<file path="src/rtl/gpio_trace_capture.sv">
// gpio_trace_capture: timestamped change capture of NUM_PORTS GPIO ports into a show-ahead event FIFO.
// Latency: a change sampled at edge N is pending at N, pushed at N+1 and visible on evt_* after N+1.
// Backpressure: evt_valid/evt_ready; when full, pending events wait and only coalesced changes set overflow.
// Build option GPIO_TRACE_DIR_EN: pin_dir is also watched and stored; otherwise evt_dir is tied to 0.
module gpio_trace_capture #(
   parameter int NUM_PORTS = 3,
   parameter int PORT_W    = 8,
   parameter int DEPTH     = 16,
   parameter int TS_W      = 24,
   localparam int PIDX_W   = (NUM_PORTS > 1) ? $clog2(NUM_PORTS) : 1,
   localparam int CNT_W    = $clog2(DEPTH + 1)
) (
   input  logic                        clk,
   input  logic                        rst_n,
   input  logic                        enable,
   input  logic                        clear,
   input  logic [NUM_PORTS*PORT_W-1:0] pin_out,
   input  logic [NUM_PORTS*PORT_W-1:0] pin_dir,
   output logic                        evt_valid,
   input  logic                        evt_ready,
   output logic [PIDX_W-1:0]           evt_port,
   output logic [PORT_W-1:0]           evt_data,
   output logic [PORT_W-1:0]           evt_dir,
   output logic [TS_W-1:0]             evt_ts,
   output logic                        overflow,
   output logic [CNT_W-1:0]            count
);

   localparam int AW = $clog2(DEPTH);

   logic [TS_W-1:0]      ts;
   logic [PORT_W-1:0]    base_out [NUM_PORTS];
   logic [PORT_W-1:0]    snap_out [NUM_PORTS];
   logic [TS_W-1:0]      snap_ts  [NUM_PORTS];
   logic [NUM_PORTS-1:0] pending;
   logic [NUM_PORTS-1:0] changed;
   logic [NUM_PORTS-1:0] grant;
   logic [PIDX_W-1:0]    push_sel;
   logic                 push_any;
   logic                 push;
   logic                 pop;
   logic                 full;
   logic [AW-1:0]        wr_ptr;
   logic [AW-1:0]        rd_ptr;
   logic [PIDX_W-1:0]    mem_port [DEPTH];
   logic [PORT_W-1:0]    mem_out  [DEPTH];
   logic [TS_W-1:0]      mem_ts   [DEPTH];
`ifdef GPIO_TRACE_DIR_EN
   logic [PORT_W-1:0]    base_dir [NUM_PORTS];
   logic [PORT_W-1:0]    snap_dir [NUM_PORTS];
   logic [PORT_W-1:0]    mem_dir  [DEPTH];
`else
   logic                 unused_dir;
   assign unused_dir = ^pin_dir;
`endif

   // Per-port change detect against the baseline; suppressed while disabled or clearing.
   always_comb begin
      changed = '0;
      for (int p = 0; p < NUM_PORTS; p++) begin
         if (enable && !clear) begin
            changed[p] = (pin_out[p*PORT_W +: PORT_W] != base_out[p]);
`ifdef GPIO_TRACE_DIR_EN
            if (pin_dir[p*PORT_W +: PORT_W] != base_dir[p]) changed[p] = 1'b1;
`endif
         end
      end
   end

   // Fixed-priority arbiter: lowest-index pending port wins the single push slot.
   always_comb begin
      push_sel = '0;
      push_any = 1'b0;
      for (int p = NUM_PORTS - 1; p >= 0; p--) begin
         if (pending[p]) begin
            push_sel = PIDX_W'(p);
            push_any = 1'b1;
         end
      end
   end

   assign evt_valid = (count != '0);
   assign full      = (count == CNT_W'(DEPTH));
   assign pop       = evt_valid && evt_ready;
   // A pop in the same clock frees the slot, so a full FIFO can still accept.
   assign push      = push_any && (!full || pop);

   // One-hot view of which port is pushed this clock.
   always_comb begin
      grant = '0;
      for (int p = 0; p < NUM_PORTS; p++) begin
         grant[p] = push && (push_sel == PIDX_W'(p));
      end
   end

   // Baseline follows the inputs every clock: while disabled, on clear, and after a capture.
   always_ff @(posedge clk or negedge rst_n) begin
      if (!rst_n) begin
         for (int p = 0; p < NUM_PORTS; p++) begin
            base_out[p] <= '0;
`ifdef GPIO_TRACE_DIR_EN
            base_dir[p] <= '0;
`endif
         end
      end else begin
         for (int p = 0; p < NUM_PORTS; p++) begin
            base_out[p] <= pin_out[p*PORT_W +: PORT_W];
`ifdef GPIO_TRACE_DIR_EN
            base_dir[p] <= pin_dir[p*PORT_W +: PORT_W];
`endif
         end
      end
   end

   // Snapshot/pending per port; a change on a still-waiting port overwrites it and is flagged.
   always_ff @(posedge clk or negedge rst_n) begin
      if (!rst_n) begin
         pending  <= '0;
         overflow <= 1'b0;
         for (int p = 0; p < NUM_PORTS; p++) begin
            snap_out[p] <= '0;
            snap_ts[p]  <= '0;
`ifdef GPIO_TRACE_DIR_EN
            snap_dir[p] <= '0;
`endif
         end
      end else if (clear) begin
         pending  <= '0;
         overflow <= 1'b0;
      end else begin
         for (int p = 0; p < NUM_PORTS; p++) begin
            if (changed[p]) begin
               snap_out[p] <= pin_out[p*PORT_W +: PORT_W];
               snap_ts[p]  <= ts;
`ifdef GPIO_TRACE_DIR_EN
               snap_dir[p] <= pin_dir[p*PORT_W +: PORT_W];
`endif
               pending[p]  <= 1'b1;
               // Changing again while being pushed is a fresh event, not a loss.
               if (pending[p] && !grant[p]) overflow <= 1'b1;
            end else if (grant[p]) begin
               pending[p] <= 1'b0;
            end
         end
      end
   end

   // Free-running timestamp while enabled; wraps silently.
   always_ff @(posedge clk or negedge rst_n) begin
      if (!rst_n)      ts <= '0;
      else if (clear)  ts <= '0;
      else if (enable) ts <= ts + TS_W'(1);
   end

   // FIFO storage write; contents need no reset since outputs are gated by evt_valid.
   always_ff @(posedge clk) begin
      if (push && !clear) begin
         mem_port[wr_ptr] <= push_sel;
         mem_out[wr_ptr]  <= snap_out[push_sel];
         mem_ts[wr_ptr]   <= snap_ts[push_sel];
`ifdef GPIO_TRACE_DIR_EN
         mem_dir[wr_ptr]  <= snap_dir[push_sel];
`endif
      end
   end

   // FIFO pointers and occupancy; push and pop together leave count unchanged.
   always_ff @(posedge clk or negedge rst_n) begin
      if (!rst_n) begin
         wr_ptr <= '0;
         rd_ptr <= '0;
         count  <= '0;
      end else if (clear) begin
         wr_ptr <= '0;
         rd_ptr <= '0;
         count  <= '0;
      end else begin
         if (push) wr_ptr <= wr_ptr + AW'(1);
         if (pop)  rd_ptr <= rd_ptr + AW'(1);
         if (push && !pop)      count <= count + CNT_W'(1);
         else if (pop && !push) count <= count - CNT_W'(1);
      end
   end

   assign evt_port = evt_valid ? mem_port[rd_ptr] : '0;
   assign evt_data = evt_valid ? mem_out[rd_ptr]  : '0;
   assign evt_ts   = evt_valid ? mem_ts[rd_ptr]   : '0;
`ifdef GPIO_TRACE_DIR_EN
   assign evt_dir  = evt_valid ? mem_dir[rd_ptr]  : '0;
`else
   assign evt_dir  = '0;
`endif

endmodule

</file>
<file path="config.mk">
export PLATFORM = sky130hd
export DESIGN_NAME = gpio_trace_capture
export DESIGN_NICKNAME = d
export VERILOG_FILES = /design/src/rtl/gpio_trace_capture.sv
export SDC_FILE = /design/constraint.sdc
export NUM_CORES = 1
export LEC_CHECK = 0
export BUFFER_PORTS_ARGS = -buffer_cell sky130_fd_sc_hd__buf_4
export CAP_MARGIN = 5
export CORE_AREA = 5 5 233 235
export CTS_BUF_LIST = sky130_fd_sc_hd__clkbuf_4
export DETAILED_ROUTE_END_ITERATION = 8
export DIE_AREA = 0 0 238 240
export PLACE_DENSITY = 0.68
export SLEW_MARGIN = 25
export SYNTH_ARGS = -nofsm -noshare
export SYNTH_HDL_FRONTEND = slang
export SYNTH_SLANG_ARGS = --single-unit
</file>
<file path="constraint.sdc">
create_clock -name clk -period 7.45 [get_ports clk]
set_input_delay 2.235 -clock clk [delete_from_list [all_inputs] [get_ports clk]]
set_output_delay 2.235 -clock clk [all_outputs]
set_load 0.005 [all_outputs]
</file>
## Word level (Yosys, flattened, before mapping)

Memory sizes are Yosys's and may differ from the RTL's.
Cells that the tools add are included.

| word-level totals | value |
|---|---|
| bits in registers | 161 |
| latch bits | 0 |
| RAM bits | 544 |
| bits in read-only memories | 0 |
| input bits | 53 |
| memories | 3 |

| operators by class | value |
|---|---|
| add/sub/neg operators | 5 |
| $mul | 0 |
| divide/modulo/power cells | 0 |
| magnitude comparators | 1 |
| equal/unequal tests | 6 |
| shift-type cells | 0 |
| muxes and demuxes | 43 |
| bitwise gates (word level) | 2 |
| reductions and logical operators | 32 |

Memory list:

| memory | depth | width | rd ports | clocked after memory_dff | wr ports | line | source |
|---|---|---|---|---|---|---|---|
| mem_ts | 16 | 24 | 1 | 0 | 1 | 47 | `logic [TS_W-1:0] mem_ts [DEPTH];` |
| mem_out | 16 | 8 | 1 | 0 | 1 | 46 | `logic [PORT_W-1:0] mem_out [DEPTH];` |
| mem_port | 16 | 2 | 1 | 0 | 1 | 45 | `logic [PIDX_W-1:0] mem_port [DEPTH];` |

Operators with widths:

| cell | count |
|---|---|
| $mux 24 | 5 |
| $bmux 24 s2 | 1 |
| $add 24x1->24 const B | 1 |
| $mux 8 | 3 |
| $ne 8x8->1 | 3 |
| $mux 1 | 21 |
| $bmux 8 s2 | 1 |
| $mux 4 | 4 |
| $mux 5 | 3 |
| $logic_and 1x1->1 | 12 |
| $reduce_bool 3->1 | 4 |
| $add 4x1->4 const B | 2 |
| $mux 2 | 4 |
| $logic_not 1->1 | 7 |
| $reduce_and 2->1 | 3 |
| $reduce_bool 2->1 | 3 |
| $add 5x1->5 const B | 1 |
| $eq 5x5->1 const B | 1 |
| $reduce_bool 5->1 | 1 |
| $sub 5x1->5 const B | 1 |
| $ge 3x3->1 const B | 1 |
| $mux 3 | 1 |
| $not 2->3 | 1 |
| $eq 2x1->1 const B | 1 |
| other kinds (4) | 4 |

## Depth between registers and ports, before layout

Gate-level depths: netlist (run 1).

| logic depth | value |
|---|---|
| depth in word-level cells | 14 |
| mapped depth | 10 |
| gate-level depth less buffers | 9 |

## Worst setup path after synthesis (run 1)

No wires, ideal clock.

| timing | value |
|---|---|
| path kind | input port to flip-flop |
| start point | input port evt_ready |
| end point | memory mem_out[11][0] (enable) |
| arrival | 6.411 ns |
| data required time | 6.928 ns |
| path slack | 0.517 ns |
| stages on the path | 4 |
| buffers on the path | 0 |
| path through | inv_1 > a31oi_1 > nand2_1 > nor4b_1 |

| between the ends | value |
|---|---|
| word-level cells in the longest chain between the ends | 6 |

RTL lines:

| what | line | source |
|---|---|---|
| start, declared | 20 | `input logic evt_ready,` |
| $logic_and 1x1->1 | 84 | `assign pop = evt_valid && evt_ready;` |
| $logic_or 1x1->1 | 86 | `assign push = push_any && (!full \|\| pop);` |
| $logic_and 1x1->1 | 86 |  |
| $logic_and 1x1->1 | 157 | `if (push && !clear) begin` |
| $mux 1 | 157 |  |
| $mux 1 (implied by the code) | 159 | `mem_out[wr_ptr] <= snap_out[push_sel];` |
| end, declared | 46 |  |

Every way passes these cells.

## Final worst setup path (run 1)

| timing | value |
|---|---|
| start point | register rd_ptr[0] |
| end point | output port evt_ts[12] |

| between the ends | value |
|---|---|
| word-level cells in the longest chain between the ends | 2 |

RTL lines:

| what | line | source |
|---|---|---|
| start, declared | 44 | `logic [AW-1:0] rd_ptr;` |
| start signal, assigned | 179 | `if (pop) rd_ptr <= rd_ptr + AW'(1);` |
| $mem_v2 16x24 | -- |  |
| $mux 24 | 187 | `assign evt_ts = evt_valid ? mem_ts[rd_ptr] : '0;` |
| end, declared | 24 | `output logic [TS_W-1:0] evt_ts,` |

Every way passes these cells.

==> flow_metrics.py, run 1 <==
metrics = {
    "outcome": {
        "status": "completed",
    },
    "floorplanning": {
        "die_width_um": 238,
        "rows": 84,
        "coreArea_sq_um": 52020,
        "die_h_um": 240,
        "die-area_sq_um": 57120,
        "start_util": 0.5438,
        "io_pins": 102,
    },
    "global_routing": {
        "grtUsageTotal": 0.2151,
        "use_met1": 0.2933,
        "grt_util_met2": 0.3489,
        "antenna_found_initial": 3,
        "grt_first_pass_wirelength_mm": 91.18,
        "met3_usage": 0.05231,
        "grt_pass1_vias": 15400,
        "grt-busiest-layer": "met2",
        "grt_overflow": 0,
        "grt_max_degree": 107,
    },
    "cells_and_area": {
        "fillers": 3838,
        "mostFrequentLayoutCell": "edfxtp_1",
        "layout_common_cells": "544 x edfxtp_1, 257 x clkbuf_4, 166 x mux4_2",
        "fin_nets": 1748,
        "area_delta_synth_final_pct": 12.94,
        "fin_util": 0.6142,
        "drive_gt1_frac": 0.3825,
    },
    "sta": {
        "max_freq_mhz": 164.6,
        "rsz0062_at_grt": "false",
        "hold_viol": 0,
        "fin_crit_ps": 6076,
        "slew_viol_final": 0,
        "fin_crit_sh": 0.8156,
        "setup_viol": 0,
        "skew_ps": 43.25,
        "worst-slew-pin-transition_ps": 1017,
        "slew_headroom": 0.3218,
        "tns_ps": 0,
    },
    "worst_setup_path": {
        "crit_path_end_kind": "output pin",
        "slowest_stage": "dfrtp_4",
        "start_kind": "flop",
        "crit_type": "flop to output pin",
        "cp.required_ps": 5220,
        "path_cells": "buf_4, mux4_1, mux4_2, and2_1, buf_4",
        "crit_top_cell": "buf_4",
        "cp.arrival_ps": 3840,
        "worstPathMaxFanout": 32,
        "slowest_delay_ps": 860,
    },
    "power": {
        "power_density_nw_per_um2": 283.8,
        "peakVddDrop_mv": 0.1423,
        "finalPower_w": 0.009067,
        "power.leakage_nw": 11.79,
    },
    "routing": {
        "first_pass_iters": 5,
        "vias_per_cell": 5.833,
        "ant_nets": 0,
        "vias": 14560,
        "drc": 0,
        "wl_mm": 59.94,
        "dr.first_iter.drc_count": 1050,
        "wl_per_cell_um": 24.01,
    },
    "clocking": {
        "cts.repair.resized": 0,
        "cts_max_level": 4,
        "cts_root_buffer": "clkbuf_4",
        "clkLatencyLatePin_ps": 990,
        "tritoncts": "done",
        "hold_buffers": 0,
        "postCtsSetupRepairBufs": 0,
        "clk_pin_slew_ps": 70,
        "numCtsBuffers": 175,
        "cts_max_path_buffers": 3,
        "cts.sinks": 705,
    },
    "synth": {
        "ys_ff_latch": 705,
        "yosysSeqAreaShare": 0.7198,
        "synth_area_sq_um": 28290,
        "synth_cell_type_count": 48,
        "avgSynthCellArea_sq_um": 19.42,
        "syn_inst": 1457,
        "synth_warnings": 0,
    },
    "placement": {
        "hpwl_mm": 31.82,
        "place_congestion": 0.7407,
        "portBuffers": 69,
    },
    "worst_hold_path": {
        "hold_class": "flop to flop",
    },
    "job": {
        "max_cap_violations": 0,
    },
}
==> worst paths after layout <==
kind                                          from                        to  slack (ps)  depth (start not counted)
max in group asynchronous                    rst_n        ts[19]$_DFFE_PN0P_        4770                          2
max                          rd_ptr[0]$_DFFE_PN0P_                evt_ts[12]        1370                          5
min                        snap_ts[30]$_DFFE_PN0P_   snap_ts[30]$_DFFE_PN0P_         510                          2
min reg2reg                snap_ts[30]$_DFFE_PN0P_   snap_ts[30]$_DFFE_PN0P_         510                          2
max reg2reg                 pending[2]$_DFFE_PN0P_  mem_ts[14][10]$_DFFE_PP_        3750                          7
min in group asynchronous                    rst_n   snap_ts[17]$_DFFE_PN0P_        1360                          1
==> per-layer routing <==
layer	share of wire	routed length, um
met1	0.42	25080
met5	0.00033	20
met4	0.018	1086
met2	0.50	30010
met3	0.062	3742
==> registers in the layout (all words and copies together) (netlist names) <==
signal / count
mem_ts: 384
base_out: 24
mem_port: 32
mem_out: 128
snap_ts: 72
ts: 24
snap_out: 24
rd_ptr: 4
wr_ptr: 4
count: 5
overflow: 1
pending: 3
==> cell usage after synthesis (all sizes together) <==
cell    instances  area, sq um
edfxtp        544        16340
mux4          170         3844
dfrtp         161         4029
mux2           99         1115
clkbuf         50        187.7
and2           44        275.3
buf            43        321.5
o21ai          42        214.0
a21oi          40        200.2
nor2b          37        231.5
xor2           34        297.8
nor2           33        123.9
a22oi          32        240.2
xnor2          18        157.7
nand2          17        63.81
nand3          13        65.06
nand4          13        81.33
ha              9        112.6
nor3            9        50.05
nor4            9        56.30
and3            5        31.28
or3             5        31.28
a31oi           4        25.02
and4            4        35.03
inv             4        15.01
a21o            3        22.52
mux2i           2        20.02
nor3b           2        15.01
a41oi           1        8.760
and3b           1        8.760
conb            1        3.750
fa              1        20.02
nand2b          1        6.260
nand3b          1        7.510
nor4b           1        8.760
nor4bb          1        10.01
o21a            1        7.510
or2             1        6.260
or4             1        7.510
==> area by class of cell <==
type	count	area (sq um)	area share
clock inverters	39	201.4	0.006304
repair buffers	137	1060	0.03317
diodes	4	10.01	0.0003132
inverters	4	15.01	0.0004699
flip-flops and latches	705	20370	0.6376
clock buffers	257	1929	0.06038
multi-input cells	662	7503	0.2348
well taps	688	860.8	0.02694
==> report_power, final <==
| group | leakage [nW] | switching (W) | internal, W | total, W |
|---|---|---|---|---|
| sequential | 7.52 | 0.000124 | 0.00437 | 0.00450 |
| clock | 1.28 | 0.00145 | 0.00163 | 0.00308 |
| combinational | 2.99 | 0.000704 | 0.000781 | 0.00148 |
| total | 11.8 | 0.00228 | 0.00679 | 0.00907 |
==> kinds of logic (layout without fill, tap and decap cells) <==
kind of cell             count (synthesis)  count (layout)  share of synthesized area
adder cells (fa/ha/maj)                 10              10                   0.004688
AND/OR/NAND/NOR                        198             198                    0.03940
other                                    1              12                  0.0001325
buffers and inverters                   97             437                    0.01853
flip-flops                             705             705                     0.7198
XOR/XNOR                                52              52                    0.01610
AO/OA/AOI/OAI                          123             123                    0.02538
multiplexers                           271             271                     0.1760
==> worst max-delay path, delay by kind of cell (launching register included) <==
kind,cells,cell delay [ps]
buf+inv,2,670
flops,1,860
simple gates,1,170
mux,2,1120
==> through the flow <==
step                cells  hold WS, ps  setup slack (ps)  instance area [sq um]
floorplan            1464        450.5             516.5                  28320
detailed placement   2196        494.5              2288                  29810
finish               2496        507.0              1374                  31950
global route         2494        512.6              1085                  31950
CTS                  2492        507.0              1177                  31940
global placement     2196        471.0              2282                  29810
No activity file was read; power rests on OpenSTA's default activity.
==> run 2: changes to the inputs <==
PLACE_DENSITY = 0.7   (was 0.68)
clock period = 5.5 ns   (was 7.45 ns; I/O delays follow)
==> run 2 against run 1 <==
Net effect:
- critical endpoint is now evt_port[0]
- clock skew is 3.7 ps higher
- utilization grew 0.47 points
- sequential share of layout area decreased by 0.49 points
- largest cell class unchanged
- critical path depth shrank 1
- global-route usage rose by 0.15 points
==> flow_metrics.py, run 2 (synthesis results as in run 1) <==
metrics = {
    "worst_setup_path": {
        "slowest_delay_ps": 760,
        "worstPathMaxFanout": 38,
        "crit_path_end_kind": "output pin",
        "crit_start": "count[3]$_DFFE_PN0P_",
        "cp.buffers_inverters": 1,
        "r2r_start": "pending[0]$_DFFE_PN0P_",
        "cp.arrival_ps": 3460,
        "slowest_stage": "nand2b_2",
        "crit_type": "flop to output pin",
        "start_kind": "flop",
        "path_cells": "nor4_1, nand2b_2, and2_1, buf_4",
        "crit_family": "simple AND/OR/NAND/NOR gates",
        "cp.required_ps": 3850,
    },
    "cells_and_area": {
        "layout_common_cells": "544 x edfxtp_1, 255 x clkbuf_4, 166 x mux4_2",
        "reg_top3": "mem_ts (384), mem_out (128), snap_ts (72)",
        "drive_gt1_frac": 0.3881,
        "area_delta_synth_final_pct": 13.81,
        "mostFrequentLayoutCell": "edfxtp_1",
        "largest_register_ffs": 384,
        "fin_cells": 2498,
        "fin_nets": 1751,
        "fin_util": 0.6189,
        "regMostFlops": "mem_ts",
    },
    "sta": {
        "fin_ws_ps": 387.9,
        "tns_ps": 0,
        "slew_headroom": 0.3259,
        "fin_crit_ps": 5112,
        "hold_viol": 0,
        "max_freq_mhz": 195.6,
        "setup_viol": 0,
        "skew_ps": 46.90,
        "rsz0062_at_grt": "false",
        "fin_crit_sh": 0.9295,
        "slew_viol_final": 0,
        "worst-slew-pin-transition_ps": 1011,
    },
    "worst_hold_path": {
        "hold_class": "flop to flop",
        "min_from": "snap_ts[30]$_DFFE_PN0P_",
    },
    "power": {
        "power.leakage_nw": 11.88,
        "power_density_nw_per_um2": 386.6,
        "peakVddDrop_mv": 0.1866,
    },
    "floorplanning": {
        "rows": 84,
        "die-area_sq_um": 57120,
        "start_util": 0.5438,
        "die_h_um": 240,
        "die_width_um": 238,
        "coreArea_sq_um": 52020,
        "io_pins": 102,
    },
    "clocking": {
        "tritoncts": "done",
        "cts.sinks": 705,
        "cts_max_path_buffers": 3,
        "cts_root_buffer": "clkbuf_4",
        "clk_pin_slew_ps": 60,
        "numCtsBuffers": 172,
        "cts_max_level": 4,
        "clkLatencyLatePin_ps": 980,
    },
    "routing": {
        "vias_per_cell": 5.835,
        "dr.first_iter.drc_count": 1270,
        "first_pass_iters": 5,
        "vias": 14580,
        "wl_per_cell_um": 23.97,
        "drc": 0,
        "ant_nets": 0,
        "wl_mm": 59.88,
    },
    "global_routing": {
        "grtUsageTotal": 0.2167,
        "grt_first_pass_wirelength_mm": 92.17,
        "grt_pass1_vias": 15530,
        "grt_overflow": 0,
        "antenna_found_initial": 2,
        "grt_max_degree": 90,
    },
    "placement": {
        "placed_cells": 2201,
        "pre_cts_slack_ps": 1135,
        "place_congestion": 0.7260,
        "hpwl_mm": 33.04,
        "portBuffers": 69,
    },
    "job": {
        "max_cap_violations": 0,
    },
    "outcome": {
        "status": "completed",
    },
}
==> run 2: worst paths after layout <==
kind	slack (ps)	cells after the start	end
max	390	4	evt_port[0]
min	490	2	snap_ts[30]$_DFFE_PN0P_
max reg2reg	1980	7	mem_ts[12][17]$_DFFE_PP_
min reg2reg	490	2	snap_ts[30]$_DFFE_PN0P_
max in group asynchronous	3810	2	snap_out[4]$_DFFE_PN0P_
min in group asynchronous	760	1	snap_ts[64]$_DFFE_PN0P_
==> run 2: stage by stage <==
step | hold slack, ps | power, W | area (sq um)
6_report | 485.8 | 0.01245 | 32200
5_1_grt | 509.7 | 0.01308 | 32200
4_1_cts | 488.2 | 0.01260 | 32180
3_5_place_dp | 475.6 | 0.008318 | 29990
3_3_place_gp | 468.4 | 0.008281 | 29970
2_1_floorplan | 450.5 | 0.007548 | 28340
==> run 2: report_power, final <==
part | switching [W] | internal [W] | leakage [nW]
sequential | 0.000134 | 0.00592 | 7.52
combinational | 0.00102 | 0.00110 | 3.06
clock | 0.00197 | 0.00230 | 1.30
total | 0.00313 | 0.00932 | 11.9
==> run 2: metal layers <==
metal	track usage	routed length [um]	vias to the layer above
li1	-	-	6392
met1	0.2982	24990	7628
met2	0.3471	29880	472
met3	0.05483	3974	83
met4	0.07113	1008	2
met5	0	20	-
==> run 2: final cells by class <==
cell class / instances / area (sq um)
Antenna cell: 1 / 2.502
Clock buffer: 255 / 1914
Clock inverter: 40 / 271.5
Fill cell: 3702 / 19830
Inverter: 4 / 15.01
Multi-Input combinational cell: 662 / 7521
Sequential cell: 705 / 20370
Tap cell: 688 / 860.8
Timing Repair Buffer: 143 / 1240
==> run 2: timing repair <==
action                                  4_1_cts  5_1_grt
buffers inserted                              0        1
endpoints found under the setup margin        0        2
gates resized for setup                       0        0
endpoints found under the hold margin         0        0
hold buffers                                  0        0
==> run 2: worst reg2reg max path, stage by stage (launching register included) <==
cell,delay (ps)
dfrtp_1,330
buf_4,440
nor3_2,200
a31oi_1,520
nand2_1,340
nor3b_1,400
and2_2,600
buf_4,360
